**src/rtl/i2s_tx.sv**
```systemverilog
`timescale 1ns/1ps
// I2S transmitter: two 8-bit AXI-stream channels sent MSB first with one-bit delay
// in 16-bit slots; SCK and LRCLK are derived from sys_clk by a half-period divider.
module i2s_tx #(
  parameter int SCK_HALF = 4
) (
  input  logic       sys_clk,
  input  logic       rst,
  input  logic       enable,
  input  logic [7:0] s_axis_tdata_l,
  input  logic       s_axis_tvalid_l,
  output logic       s_axis_tready_l,
  input  logic [7:0] s_axis_tdata_r,
  input  logic       s_axis_tvalid_r,
  output logic       s_axis_tready_r,
  output logic       SCK,
  output logic       LRCLK,
  output logic       SDATA,
  output logic       underrun_l,
  output logic       underrun_r
);
  localparam int DIV_W = $clog2(SCK_HALF);
  localparam logic [0:0] IDLE = 1'b0;
  localparam logic [0:0] RUN  = 1'b1;

  logic [0:0]       state_reg;
  logic [DIV_W-1:0] div_reg;
  logic             sck_reg;
  logic             lrclk_reg;
  logic             sdata_reg;
  logic [4:0]       bit_cnt_reg;

  logic [1:0] tvalid;
  logic [1:0] tready;
  logic [1:0] xfer;
  logic [1:0] shift_en;
  logic [7:0] tdata     [2];
  logic [7:0] hold_reg  [2];
  logic [7:0] shift_reg [2];
  logic       full_reg  [2];
  logic       underrun_reg [2];

  logic       wrap;
  logic       fall_evt;
  logic       frame_edge;
  logic       load;
  logic       stop;
  logic [4:0] bit_next;
  logic       slot_l;
  logic       slot_r;
  logic       sdata_next;

  assign tdata[0]  = s_axis_tdata_l;
  assign tdata[1]  = s_axis_tdata_r;
  assign tvalid[0] = s_axis_tvalid_l;
  assign tvalid[1] = s_axis_tvalid_r;

  assign wrap       = (div_reg == DIV_W'(SCK_HALF - 1));
  assign fall_evt   = (state_reg == RUN) && wrap && sck_reg;
  assign bit_next   = bit_cnt_reg + 5'd1;
  assign frame_edge = fall_evt && (bit_next == 5'd0);
  assign load       = frame_edge && enable;
  assign stop       = frame_edge && !enable;

  // Data bits occupy n=1..8 (left) and n=17..24 (right); the rest is padding.
  assign slot_l     = (bit_next >= 5'd1)  && (bit_next <= 5'd8);
  assign slot_r     = (bit_next >= 5'd17) && (bit_next <= 5'd24);
  assign shift_en   = {fall_evt && slot_r, fall_evt && slot_l};
  assign sdata_next = slot_l ? shift_reg[0][7] : (slot_r ? shift_reg[1][7] : 1'b0);

  for (genvar gi = 0; gi < 2; gi++) begin : g_chan
    assign tready[gi] = ~full_reg[gi] & ~rst;
    assign xfer[gi]   = tvalid[gi] & tready[gi];

    always_ff @(posedge sys_clk or posedge rst) begin
      if (rst) begin
        full_reg[gi]     <= 1'b0;
        hold_reg[gi]     <= 8'h00;
        shift_reg[gi]    <= 8'h00;
        underrun_reg[gi] <= 1'b0;
      end else begin
        underrun_reg[gi] <= 1'b0;
        if (load) begin
          if (full_reg[gi]) begin
            shift_reg[gi] <= hold_reg[gi];
            full_reg[gi]  <= 1'b0;
          end else begin
            shift_reg[gi]    <= 8'h00;
            underrun_reg[gi] <= 1'b1;
          end
        end else if (shift_en[gi]) begin
          shift_reg[gi] <= {shift_reg[gi][6:0], 1'b0};
        end
        // A transfer on an empty channel's load edge lands in holding for the next frame.
        if (xfer[gi]) begin
          hold_reg[gi] <= tdata[gi];
          full_reg[gi] <= 1'b1;
        end
      end
    end
  end

  always_ff @(posedge sys_clk or posedge rst) begin
    if (rst) begin
      state_reg   <= IDLE;
      div_reg     <= '0;
      sck_reg     <= 1'b0;
      lrclk_reg   <= 1'b1;
      sdata_reg   <= 1'b0;
      bit_cnt_reg <= 5'd31;
    end else if (state_reg == IDLE) begin
      if (enable) begin
        state_reg   <= RUN;
        div_reg     <= '0;
        sck_reg     <= 1'b0;
        bit_cnt_reg <= 5'd31;
      end
    end else begin
      if (wrap) begin
        div_reg <= '0;
        sck_reg <= ~sck_reg;
        if (sck_reg) begin
          if (stop) begin
            state_reg <= IDLE;
            sck_reg   <= 1'b0;
            lrclk_reg <= 1'b1;
            sdata_reg <= 1'b0;
          end else begin
            bit_cnt_reg <= bit_next;
            lrclk_reg   <= bit_next[4];
            sdata_reg   <= sdata_next;
          end
        end
      end else begin
        div_reg <= div_reg + DIV_W'(1);
      end
    end
  end

  assign s_axis_tready_l = tready[0];
  assign s_axis_tready_r = tready[1];
  assign SCK             = sck_reg;
  assign LRCLK           = lrclk_reg;
  assign SDATA           = sdata_reg;
  assign underrun_l      = underrun_reg[0];
  assign underrun_r      = underrun_reg[1];
endmodule

```
**config.mk**
```make
export PLATFORM = sky130hd
export DESIGN_NAME = i2s_tx
export DESIGN_NICKNAME = d
export VERILOG_FILES = /design/src/rtl/i2s_tx.sv
export SDC_FILE = /design/constraint.sdc
export NUM_CORES = 1
export LEC_CHECK = 0
export CAP_MARGIN = 25
export CELL_PAD_IN_SITES_DETAIL_PLACEMENT = 1
export CELL_PAD_IN_SITES_GLOBAL_PLACEMENT = 1
export CORE_ASPECT_RATIO = 1.4
export CORE_MARGIN = 4
export CORE_UTILIZATION = 43
export DETAILED_ROUTE_END_ITERATION = 12
export GPL_TIMING_DRIVEN = 0
export PLACE_DENSITY = 0.78
export SLEW_MARGIN = 20
export SYNTH_ARGS = -nofsm -noshare
export SYNTH_HDL_FRONTEND = slang
export SYNTH_SLANG_ARGS = --single-unit
```
**constraint.sdc**
```tcl
create_clock -name sys_clk -period 2.9 [get_ports sys_clk]
set_input_delay 0.29 -clock sys_clk [delete_from_list [all_inputs] [get_ports sys_clk]]
set_output_delay 0.29 -clock sys_clk [all_outputs]
set_load 0.01 [all_outputs]
```
### Word-level counts from Yosys, hierarchy flattened

Index checks and enable logic that the tools add are counted.

* logic and storage cells: 86
* memories kept: 0
* bits of input ports: 21
* bits in read-only memories: 0
* register bits after elaboration: 47
* latch bits: 0
* memory bits (writable): 0

* reduce and logical (&&, ||, !) cells: 19
* divide/modulo/power cells: 0
* add/sub/neg operators: 2
* muxes and demuxes: 35
* shift operators: 0
* equal/unequal tests: 4
* bitwise operators: 8
* order comparisons: 4
* $mul: 0

Operator list (number)
* $mux W8: 6
* $mux W5: 5
* $mux W1: 21
* $reduce_bool A2 Y1: 5
* $logic_and A1 B1 Y1: 9
* $mux W2: 3
* $add A5 B1 Y5 const B: 1
* $ge A5 B1 Y1 const B: 1
* $ge A5 B5 Y1 const B: 1
* $le A5 B4 Y1 const B: 1
* $le A5 B5 Y1 const B: 1
* $logic_not A5 Y1: 1
* $and A1 B1 Y1: 4
* $ne A2 B1 Y1 const B: 2
* $not A1 Y1: 4
* $reduce_and A4 Y1: 1
* $reduce_and A3 Y1: 1
* $add A2 B1 Y2 const B: 1
* $eq A2 B2 Y1 const B: 1
* $ne A2 B2 Y1 const B: 1
* $reduce_and A2 Y1: 1
* $logic_not A1 Y1: 1

### Longest topological paths before layout

Gate-level depths: netlist of the first run.

* depth in word-level cells: 9
* gate-level depth with buffers: 8
* depth with buffers taken out: 6

### Worst setup path after synthesis of the first run

No wires, ideal clock.

* kind: register to register
* from: register bit_cnt_reg[0]
* to: register full_reg[0] (netlist bit)
* cell stages (with the launch flop): 7
* buffers on the path: 1
* slack: 0.816 ns
* period minus slack after synthesis: 2.084 ns
* arrival: 1.966 ns
* cell sequence: dfstp_2 -> ha_1 -> nand3_1 -> xor2_1 -> nand4_2 -> buf_6 -> a21o_1

* longest elaborated chain between the ends: 5

Ends and longest elaborated chain
* start: declaration: line 31 `logic [4:0] bit_cnt_reg;`
* start signal: assignment: line 129 `bit_cnt_reg <= bit_next;`
* $add A5 B1 Y5: line 60 `assign bit_next = bit_cnt_reg + 5'd1;`
* $logic_not A5 Y1: line 61 `assign frame_edge = fall_evt && (bit_next == 5'd0);`
* $logic_and A1 B1 Y1: line 61
* $logic_and A1 B1 Y1: line 62 `assign load = frame_edge && enable;`
* $reduce_bool A2 Y1 (no line)
* end signal: indexed assignment: line 77 `full_reg[gi] <= 1'b0;`
* end signal: indexed assignment: line 86 `full_reg[gi] <= 1'b0;`
* end signal: indexed assignment: line 97 `full_reg[gi] <= 1'b1;`
* end: declaration: line 40 `logic full_reg [2];`

No other way between the ends.
A chain may end at the register's enable or synchronous reset.

### Worst setup path after layout of the first run

* from: register bit_cnt_reg[0]
* to: register shift_reg[12] (netlist bit)

* longest elaborated chain between the ends: 5
* elaborated cells between the ends (all ways): 10

Ends and longest elaborated chain
* $add A5 B1 Y5 *: line 60
* $ge A5 B1 Y1, or another cell as far along: line 66 `assign slot_l = (bit_next >= 5'd1) && (bit_next <= 5'd8);`
* $logic_and A1 B1 Y1 (on tied branches): line 66, 61
* $logic_and A1 B1 Y1 (on tied branches): line 68, 62
* $reduce_bool A2 Y1 (no line) or $mux W8 (tied branches)
* end signal: indexed assignment: line 85 `shift_reg[gi] <= hold_reg[gi];`
* end signal: indexed assignment: line 92 `shift_reg[gi] <= {shift_reg[gi][6:0], 1'b0};`
* end: declaration: line 39 `logic [7:0] shift_reg [2];`

Mark *: on every way between the ends. The rest lies on a longest branch, timed or not.

==> flow_summary.html, run 1 <==
<table>
<tr><th>Metric</th><th>Value</th></tr>
<tr><th colspan="2">Routing</th></tr>
<tr><td>Detailed-route wire length per cell</td><td>16.6 µm</td></tr>
<tr><td>Via-to-Cell Ratio</td><td>5.70</td></tr>
<tr><td>DR iter-0 viols</td><td>46</td></tr>
<tr><td>First-pass DRT Iterations</td><td>4</td></tr>
<tr><td>Routed Wire Length</td><td>5080 µm</td></tr>
<tr><td>DRC violations left</td><td>0</td></tr>
<tr><td>Overall via count from detail_route</td><td>1751</td></tr>
<tr><td>Routed Antenna Nets</td><td>0</td></tr>
<tr><th colspan="2">Synthesis</th></tr>
<tr><td>Yosys reg bits</td><td>47</td></tr>
<tr><td>Average footprint of a synthesized cell</td><td>10.8 µm²</td></tr>
<tr><td>Register area share after synthesis</td><td>0.527</td></tr>
<tr><td>Largest family of logic cells by synthesized area</td><td>compound AO/OA/AOI/OAI gates</td></tr>
<tr><td>Post-synth EDFFs</td><td>0</td></tr>
<tr><td>Adder-cell share of the synthesized area</td><td>0.0223</td></tr>
<tr><td>Netlist area before placement</td><td>0.00224 mm²</td></tr>
<tr><td>Simple-gate portion of the synthesized area</td><td>0.0942</td></tr>
<tr><td>Top flip-flop cell by instance count after synthesis</td><td>dfrtp_1</td></tr>
<tr><td>Top area cells in the synthesized netlist</td><td>dfrtp_1, mux2_2, dfstp_2, a21oi_1, o21ai_0</td></tr>
<tr><td>Number of library cell types mapped by synthesis</td><td>39</td></tr>
<tr><td>Fraction of synthesized area in multiplexers</td><td>0.0897</td></tr>
<tr><td>Most area-hungry cell type in the Yosys netlist</td><td>dfrtp_1</td></tr>
<tr><td>Total of warnings raised by yosys</td><td>0</td></tr>
<tr><td>Synth Area in Compound Gates</td><td>0.201</td></tr>
<tr><td>Synthesized instance count</td><td>207</td></tr>
<tr><td>Synthesized netlist net count</td><td>232</td></tr>
<tr><td>Area share of xor/xnor cells in the synthesized design</td><td>0.0156</td></tr>
<tr><td>Share of flip-flops with an asynchronous set or reset after synthesis</td><td>1.00</td></tr>
<tr><td>Top cell types by occurrence after synthesis</td><td>dfrtp_1, a21oi_1, o21ai_0</td></tr>
<tr><td>Cell with the most instances after synthesis</td><td>dfrtp_1</td></tr>
<tr><td>Area share of the leading cell type in the synthesized netlist</td><td>0.457</td></tr>
<tr><th colspan="2">Timing</th></tr>
<tr><td>Setup skew after layout</td><td>0.00490 ns</td></tr>
<tr><td>Transition time at the pin with the least slew margin</td><td>0.776 ns</td></tr>
<tr><td>Maximum clock frequency</td><td>381 MHz</td></tr>
<tr><td>Clock period minus final worst setup slack</td><td>2.62 ns</td></tr>
<tr><td>TNS Setup</td><td>0 ns</td></tr>
<tr><td>Share of the clock period used by the worst path</td><td>0.904</td></tr>
<tr><td>Final number of max-transition violations</td><td>0</td></tr>
<tr><td>Final number of hold-violating endpoints</td><td>0</td></tr>
<tr><td>Setup repair after global routing missed its margin</td><td>false</td></tr>
<tr><td>Final setup violation count</td><td>0</td></tr>
<tr><td>Max transition margin</td><td>0.479</td></tr>
<tr><th colspan="2">CTS</th></tr>
<tr><td>Clock network latency to the later pin of the worst-skew pair</td><td>0.30 ns</td></tr>
<tr><td>Setup fix buffers added after clock tree synthesis</td><td>0</td></tr>
<tr><td>Inserted Clock Buffers</td><td>5</td></tr>
<tr><td>Deepest level of the CTS H-tree</td><td>2</td></tr>
<tr><td>Total number of clock tree sinks</td><td>47</td></tr>
<tr><td>Register clock-pin slew on the reported worst setup and hold paths</td><td>0.09 ns</td></tr>
<tr><td>Number of hold buffers added after CTS</td><td>0</td></tr>
<tr><td>Cell chosen for the clock root</td><td>clkbuf_8</td></tr>
<tr><td>CTS tree</td><td>built</td></tr>
<tr><td>Count of cells resized by post-cts repair</td><td>0</td></tr>
<tr><td>Max Buffers Root-to-Sink</td><td>2</td></tr>
<tr><th colspan="2">Global route</th></tr>
<tr><td>Pin count of the biggest net entering global routing</td><td>29</td></tr>
<tr><td>Global-route congestion overflow total</td><td>0</td></tr>
<tr><td>First-pass GRT wire length</td><td>9050 µm</td></tr>
<tr><td>Number of global-route vias before repair</td><td>1912</td></tr>
<tr><td>Combined global-route utilization of all metal layers</td><td>0.171</td></tr>
<tr><td>Initial antenna violation count</td><td>0</td></tr>
<tr><th colspan="2">Floorplanning</th></tr>
<tr><td>Die area</td><td>0.00646 mm²</td></tr>
<tr><td>Area of the core region</td><td>0.00495 mm²</td></tr>
<tr><td>Number of core rows</td><td>30</td></tr>
<tr><td>Boundary Pins</td><td>28</td></tr>
<tr><td>Chip height</td><td>93.5 µm</td></tr>
<tr><td>Width of the die</td><td>69.1 µm</td></tr>
<tr><td>Initial Util</td><td>0.453</td></tr>
<tr><th colspan="2">Worst setup path</th></tr>
<tr><td>Beginning of the critical path</td><td>bit_cnt_reg[0]</td></tr>
<tr><td>Type of origin of the critical path</td><td>register</td></tr>
<tr><td>Largest fanout on the critical path</td><td>10</td></tr>
<tr><td>Setup slack, reg-to-reg</td><td>0.28 ns</td></tr>
<tr><td>Worst reg2reg endpoint</td><td>shift_reg[12]</td></tr>
<tr><td>Data arrival at the endpoint of the critical path</td><td>2.80 ns</td></tr>
<tr><td>Category of the most critical setup path</td><td>register to register</td></tr>
<tr><td>Reg-to-reg startpoint</td><td>bit_cnt_reg[0]</td></tr>
<tr><td>Logic depth of the worst register-to-register path</td><td>7</td></tr>
<tr><td>Worst setup path endpoint</td><td>shift_reg[12]</td></tr>
<tr><td>Endpoint required time on the critical path</td><td>3.08 ns</td></tr>
<tr><td>Endpoint type of the worst setup path</td><td>register</td></tr>
<tr><th colspan="2">Finish</th></tr>
<tr><td>Area added between synthesis and finish</td><td>22.2%</td></tr>
<tr><td>Final nets</td><td>267</td></tr>
<tr><td>Post-layout instance area</td><td>0.00274 mm²</td></tr>
<tr><td>Number of antenna repair diodes</td><td>0</td></tr>
<tr><td>Fraction of final layout cells with drive strength greater than 1</td><td>0.181</td></tr>
<tr><th colspan="2">Power</th></tr>
<tr><td>IR Drop Worst-Case VDD</td><td>0.000487 V</td></tr>
<tr><td>Leakage power total</td><td>1.12 nW</td></tr>
<tr><td>PwrDens</td><td>962 mW/mm²</td></tr>
<tr><th colspan="2">Placement</th></tr>
<tr><td>Half-perimeter wire length of the detailed placement result</td><td>3710 µm</td></tr>
<tr><td>Count of port buffers added during placement</td><td>27</td></tr>
<tr><td>Placement-stage cell area</td><td>0.00262 mm²</td></tr>
<tr><td>Final weighted congestion in routability-driven placement</td><td>0.714</td></tr>
<tr><th colspan="2">Status</th></tr>
<tr><td>Status</td><td>finished clean</td></tr>
<tr><th colspan="2">Run</th></tr>
<tr><td>Total of max-cap violations</td><td>0</td></tr>
<tr><th colspan="2">Hold path</th></tr>
<tr><td>Path category of the worst min-delay check</td><td>input port to async pin</td></tr>
</table>
-- logic make-up (layout without fill, tap and decap cells) --
| kind of cell | count (synthesis) | count (layout) |
|---|---|---|
| simple gates | 40 | 40 |
| flops | 47 | 47 |
| compound gates | 76 | 76 |
| fa+ha+maj | 4 | 4 |
| mux | 18 | 18 |
| xor+xnor | 4 | 4 |
| buf+inv | 18 | 54 |
-- layer usage --
layer  wire length (µm)  vias to the layer above  track usage
met5                  0                        -            0
met4                 61                        0       0.0440
met3                138                        7       0.0323
met2               2620                       24        0.311
met1               2260                      894        0.206
li1                   -                      826            -
-- final cells by class --
class	instances	area, µm²
multi-input combinational	142	948
clock buffer	6	82.6
inverter	6	22.5
clock inverter	2	38.8
sequential	47	1180
timing repair buffer	28	298
tap	64	80.1
fill	580	2210
buffer	12	90.1
-- worst max-delay path: stages, from the launching register on --
cell and delay (ns):
dfstp_2 0.61, ha_1 0.32, nand3_1 0.18, xor2_1 0.50
nand4_2 0.42, buf_6 0.27, a21oi_1 0.15, a21oi_1 0.06
-- power by group --
group / switching [mW] / total, mW / internal (mW)
logic: 0.543 / 0.968 / 0.425
registers: 0.188 / 1.16 / 0.977
clock network: 0.224 / 0.508 / 0.284
-- stage by stage --
stage	utilization	power (mW)	hold WS (ns)	instances	setup WS (ns)
global route	0.554	2.86	0.488	307	0.0709
finish	0.554	2.64	0.454	307	0.278
detailed placement	0.529	2.15	0.491	299	0.309
floorplan	-	1.82	0.382	207	0.816
CTS	0.554	2.66	0.482	307	0.278
global placement	0.524	2.08	0.479	298	0.347
-- cell usage in the layout, fill, tap and decap left out, drive strengths merged --
| cell type | instances |
|---|---|
| or4b | 1 |
| dfrtp | 41 |
| mux2i | 1 |
| and3b | 1 |
| nor3 | 2 |
| nand3 | 7 |
| a31oi | 10 |
| xnor2 | 1 |
| a32o | 1 |
| nand4 | 2 |
| o31ai | 1 |
| ha | 4 |
| a22o | 1 |
| and4 | 1 |
| o21ai | 20 |
| buf | 8 |
| a21o | 3 |
| xor2 | 3 |
| a21oi | 31 |
| and3 | 1 |
| a41oi | 6 |
| nand2 | 9 |
| inv | 7 |
| clkdlybuf4s50 | 27 |
| bufinv | 1 |
| a21boi | 1 |
| a2bb2oi | 1 |
| dfstp | 6 |
| nor2 | 10 |
| or2 | 2 |
| nor4 | 1 |
| and2 | 2 |
| clkbuf | 11 |
| o211a | 1 |
| mux2 | 17 |
| nand2b | 1 |
-- how the worst min path moves through the flow --
stage                     startpoint     endpoint  slack, ns  cells past startpoint
final                            rst  hold_reg[0]       0.45                      2
after global placement    div_reg[0]   div_reg[0]       0.48                      1
after global routing             rst  hold_reg[7]       0.49                      2
after CTS                        rst   underrun_r       0.48                      2
after detailed placement  div_reg[0]   div_reg[0]       0.49                      1
after floorplan               enable    state_reg       0.38                      1
No activity file was read; power rests on OpenSTA's default activity.
==> inputs of run 2 (changes only) <==
--- a/config.mk
+++ b/config.mk
@@ -10,10 +10,12 @@
 export CELL_PAD_IN_SITES_GLOBAL_PLACEMENT = 1
 export CORE_ASPECT_RATIO = 1.4
 export CORE_MARGIN = 4
-export CORE_UTILIZATION = 43
+export CORE_UTILIZATION = 45
+export CTS_BUF_LIST = sky130_fd_sc_hd__clkbuf_2
 export DETAILED_ROUTE_END_ITERATION = 12
 export GPL_TIMING_DRIVEN = 0
-export PLACE_DENSITY = 0.78
+export HOLD_SLACK_MARGIN = 0.05
+export PLACE_DENSITY = 0.81
 export SLEW_MARGIN = 20
 export SYNTH_ARGS = -nofsm -noshare
 export SYNTH_HDL_FRONTEND = slang
==> run 2 against run 1 <==
  * Total power is 9.2% lower
  * Register-to-register slack about the same
  * Hold slack lost 0.21 ns
==> flow_summary.html, run 2 (synthesis gave the netlist of run 1 again) <==
<table>
<tr><th>Metric</th><th>Value</th></tr>
<tr><th colspan="2">Status</th></tr>
<tr><td>Status</td><td>finished clean</td></tr>
<tr><th colspan="2">Timing</th></tr>
<tr><td>Setup skew after layout</td><td>0.0163 ns (+0.0114 ns)</td></tr>
<tr><td>Final setup violation count</td><td>0 (unchanged)</td></tr>
<tr><td>Final hold slack</td><td>0.244 ns (-0.209 ns)</td></tr>
<tr><td>Share of the clock period used by the worst path</td><td>0.906 (+0.00173)</td></tr>
<tr><td>Transition time at the pin with the least slew margin</td><td>0.816 ns (+0.0408 ns)</td></tr>
<tr><td>Max transition margin</td><td>0.452 (-0.0274)</td></tr>
<tr><td>Clock period minus final worst setup slack</td><td>2.63 ns (+0.00503 ns)</td></tr>
<tr><td>Final number of hold-violating endpoints</td><td>0 (unchanged)</td></tr>
<tr><td>Final number of max-transition violations</td><td>0 (unchanged)</td></tr>
<tr><td>Setup repair after global routing missed its margin</td><td>false</td></tr>
<tr><td>Maximum clock frequency</td><td>381 MHz (-0.19%)</td></tr>
<tr><td>TNS Setup</td><td>0 ns (unchanged)</td></tr>
<tr><th colspan="2">Placement</th></tr>
<tr><td>Half-perimeter wire length of the detailed placement result</td><td>3730 µm (+0.45%)</td></tr>
<tr><td>Count of port buffers added during placement</td><td>27 (unchanged)</td></tr>
<tr><td>Placed cell count</td><td>299 (unchanged)</td></tr>
<tr><td>Final weighted congestion in routability-driven placement</td><td>0.746 (+4.5%)</td></tr>
<tr><th colspan="2">Worst setup path</th></tr>
<tr><td>Worst path top cell family by delay</td><td>XOR/XNOR gates</td></tr>
<tr><td>Critical path depth</td><td>6 (-1)</td></tr>
<tr><td>Data arrival at the endpoint of the critical path</td><td>2.96 ns (+0.16 ns)</td></tr>
<tr><td>Endpoint required time on the critical path</td><td>3.23 ns (+0.15 ns)</td></tr>
<tr><td>Logic depth of the worst register-to-register path</td><td>6 (-1)</td></tr>
<tr><td>Library cell contributing the largest single delay on the critical path</td><td>xnor2_1</td></tr>
<tr><td>Type of origin of the critical path</td><td>register</td></tr>
<tr><td>Buffers plus inverters on the worst setup path</td><td>0 (-1)</td></tr>
<tr><td>Category of the most critical setup path</td><td>register to register</td></tr>
<tr><td>Largest stage delay on the critical path</td><td>0.68 ns (+0.07 ns)</td></tr>
<tr><td>Endpoint type of the worst setup path</td><td>register</td></tr>
<tr><td>Cell-by-cell listing of the critical path</td><td>ha_1 &gt; nand3_1 &gt; xnor2_1 &gt; nor2_1 &gt; a31oi_1 &gt; a21oi_1</td></tr>
<tr><td>Largest fanout on the critical path</td><td>10 (unchanged)</td></tr>
<tr><th colspan="2">Run</th></tr>
<tr><td>Total of max-cap violations</td><td>0 (unchanged)</td></tr>
<tr><th colspan="2">Routing</th></tr>
<tr><td>Routed Antenna Nets</td><td>0 (unchanged)</td></tr>
<tr><td>Detailed-route wire length per cell</td><td>16.4 µm (-0.65%)</td></tr>
<tr><td>First-pass DRT Iterations</td><td>4 (unchanged)</td></tr>
<tr><td>Overall via count from detail_route</td><td>1713 (-2.2%)</td></tr>
<tr><td>Via-to-Cell Ratio</td><td>5.58 (-2.2%)</td></tr>
<tr><td>Routed Wire Length</td><td>5050 µm (-0.65%)</td></tr>
<tr><td>DR iter-0 viols</td><td>39 (-15%)</td></tr>
<tr><td>DRC violations left</td><td>0 (unchanged)</td></tr>
<tr><th colspan="2">CTS</th></tr>
<tr><td>Cell chosen for the clock root</td><td>clkbuf_2</td></tr>
<tr><td>Deepest level of the CTS H-tree</td><td>2 (unchanged)</td></tr>
<tr><td>Register clock-pin slew on the reported worst setup and hold paths</td><td>0.25 ns (+0.16 ns)</td></tr>
<tr><td>Count of cells resized by post-cts repair</td><td>0 (unchanged)</td></tr>
<tr><td>CTS tree</td><td>built</td></tr>
<tr><td>Total number of clock tree sinks</td><td>47 (unchanged)</td></tr>
<tr><td>Setup fix buffers added after clock tree synthesis</td><td>0 (unchanged)</td></tr>
<tr><td>Clock network latency to the later pin of the worst-skew pair</td><td>0.42 ns (+0.12 ns)</td></tr>
<tr><td>Number of hold buffers added after CTS</td><td>0 (unchanged)</td></tr>
<tr><td>Inserted Clock Buffers</td><td>5 (unchanged)</td></tr>
<tr><td>Max Buffers Root-to-Sink</td><td>2 (unchanged)</td></tr>
<tr><th colspan="2">Finish</th></tr>
<tr><td>Number of antenna repair diodes</td><td>0 (unchanged)</td></tr>
<tr><td>Final nets</td><td>267 (unchanged)</td></tr>
<tr><td>Area added between synthesis and finish</td><td>18.7%</td></tr>
<tr><td>Most frequent standard cell in the layout excluding fill and tap cells</td><td>dfrtp_1</td></tr>
<tr><td>Fraction of final layout cells with drive strength greater than 1</td><td>0.181 (unchanged)</td></tr>
<tr><td>Most used cells in the layout excluding fill and tap cells</td><td>dfrtp_1, a21oi_1, clkdlybuf4s50_1</td></tr>
<tr><td>Count of placed standard cells in the final layout, fillers left out</td><td>307 (unchanged)</td></tr>
<tr><th colspan="2">Power</th></tr>
<tr><td>PwrDens</td><td>900 mW/mm² (-6.5%)</td></tr>
<tr><td>Power Total</td><td>2.40 mW (-9.2%)</td></tr>
<tr><td>IR Drop Worst-Case VDD</td><td>0.000374 V (-23%)</td></tr>
<tr><td>Leakage power total</td><td>1.08 nW (-2.9%)</td></tr>
<tr><th colspan="2">Global route</th></tr>
<tr><td>Pin count of the biggest net entering global routing</td><td>25 (-14%)</td></tr>
<tr><td>Global routing met3 resource utilization</td><td>0.0371 (+0.00487)</td></tr>
<tr><td>First-pass GRT wire length</td><td>8950 µm (-1.1%)</td></tr>
<tr><td>Number of global-route vias before repair</td><td>1859 (-2.8%)</td></tr>
<tr><td>Global-route congestion overflow total</td><td>0 (unchanged)</td></tr>
<tr><td>GR Layer Usage met1</td><td>0.245 (+0.0384)</td></tr>
<tr><td>Combined global-route utilization of all metal layers</td><td>0.187 (+0.0155)</td></tr>
<tr><td>Most congested layer reported by global routing</td><td>met2</td></tr>
<tr><td>Met2 routing resource usage after global routing</td><td>0.307 (-0.00424)</td></tr>
<tr><td>Initial antenna violation count</td><td>0 (unchanged)</td></tr>
<tr><th colspan="2">Hold path</th></tr>
<tr><td>Path category of the worst min-delay check</td><td>input port to async pin</td></tr>
<tr><th colspan="2">Floorplanning</th></tr>
<tr><td>Initial Util</td><td>0.464 (+0.0105)</td></tr>
<tr><td>Number of core rows</td><td>30 (unchanged)</td></tr>
<tr><td>Die area</td><td>0.00620 mm² (-4.0%)</td></tr>
<tr><td>Boundary Pins</td><td>28 (unchanged)</td></tr>
<tr><td>Width of the die</td><td>67.7 µm (-2.0%)</td></tr>
<tr><td>Chip height</td><td>91.6 µm (-2.1%)</td></tr>
<tr><td>Area of the core region</td><td>0.00484 mm² (-2.3%)</td></tr>
</table>
==> run 2: changes by cell type in the layout (fill, tap and decap cells not counted), sizes merged <==
cell | previous run | this run
bufinv | 1 | 0
clkinvlp | 0 | 1
clkinv | 0 | 1
inv | 7 | 6
==> run 2: through the flow <==
step / worst slack (ns) / area, µm² / util
final: 0.273 / 2670 / 0.550
after global placement: 0.374 / 2590 / 0.536
after global routing: 0.0186 / 2670 / 0.550
after detailed placement: 0.328 / 2620 / 0.542
after CTS: 0.311 / 2670 / 0.550
after floorplan: 0.816 / 2240 / -
==> run 2: per-layer routing <==
layer / vias up / wire [µm]
met2: 30 / 2530
met1: 849 / 2260
met5: - / 0
met3: 8 / 178
met4: 0 / 79
li1: 826 / -
==> run 2: final timing paths <==
check	from	endpoint	slack (ns)
min	rst	shift_reg[0]	0.24
max in group asynchronous	rst	bit_cnt_reg[0]	2.06
max reg2reg	bit_cnt_reg[0]	shift_reg[12]	0.27
min reg2reg	div_reg[0]	div_reg[0]	0.52
max	bit_cnt_reg[0]	shift_reg[12]	0.27
min in group sys_clk	s_axis_tdata_r[4]	hold_reg[4]	0.45
==> run 2: area by class of cell <==
cell class | count | area [µm²]
flip-flops and latches | 47 | 1180
clock buffers | 6 | 30.0
plain buffers | 12 | 90.1
inverters | 6 | 22.5
multi-input cells | 142 | 948
clock inverters | 2 | 12.5
well taps | 64 | 80.1
repair buffers | 28 | 298
fillers | 538 | 2180
==> run 2: report_power, final <==
group	switching, mW	internal, mW	total, mW
Combinational	0.533	0.425	0.958
Clock	0.214	0.0615	0.276
Sequential	0.191	0.973	1.16
==> inputs of run 3 (changes only) <==
--- a/config.mk
+++ b/config.mk
@@ -16,6 +16,7 @@
 export GPL_TIMING_DRIVEN = 0
 export HOLD_SLACK_MARGIN = 0.05
 export PLACE_DENSITY = 0.81
+export SKIP_LAST_GASP = 1
 export SLEW_MARGIN = 20
 export SYNTH_ARGS = -nofsm -noshare
 export SYNTH_HDL_FRONTEND = slang
==> results of run 3 <==
No change in the layout: final DEF, timing and power equal those of run 2.
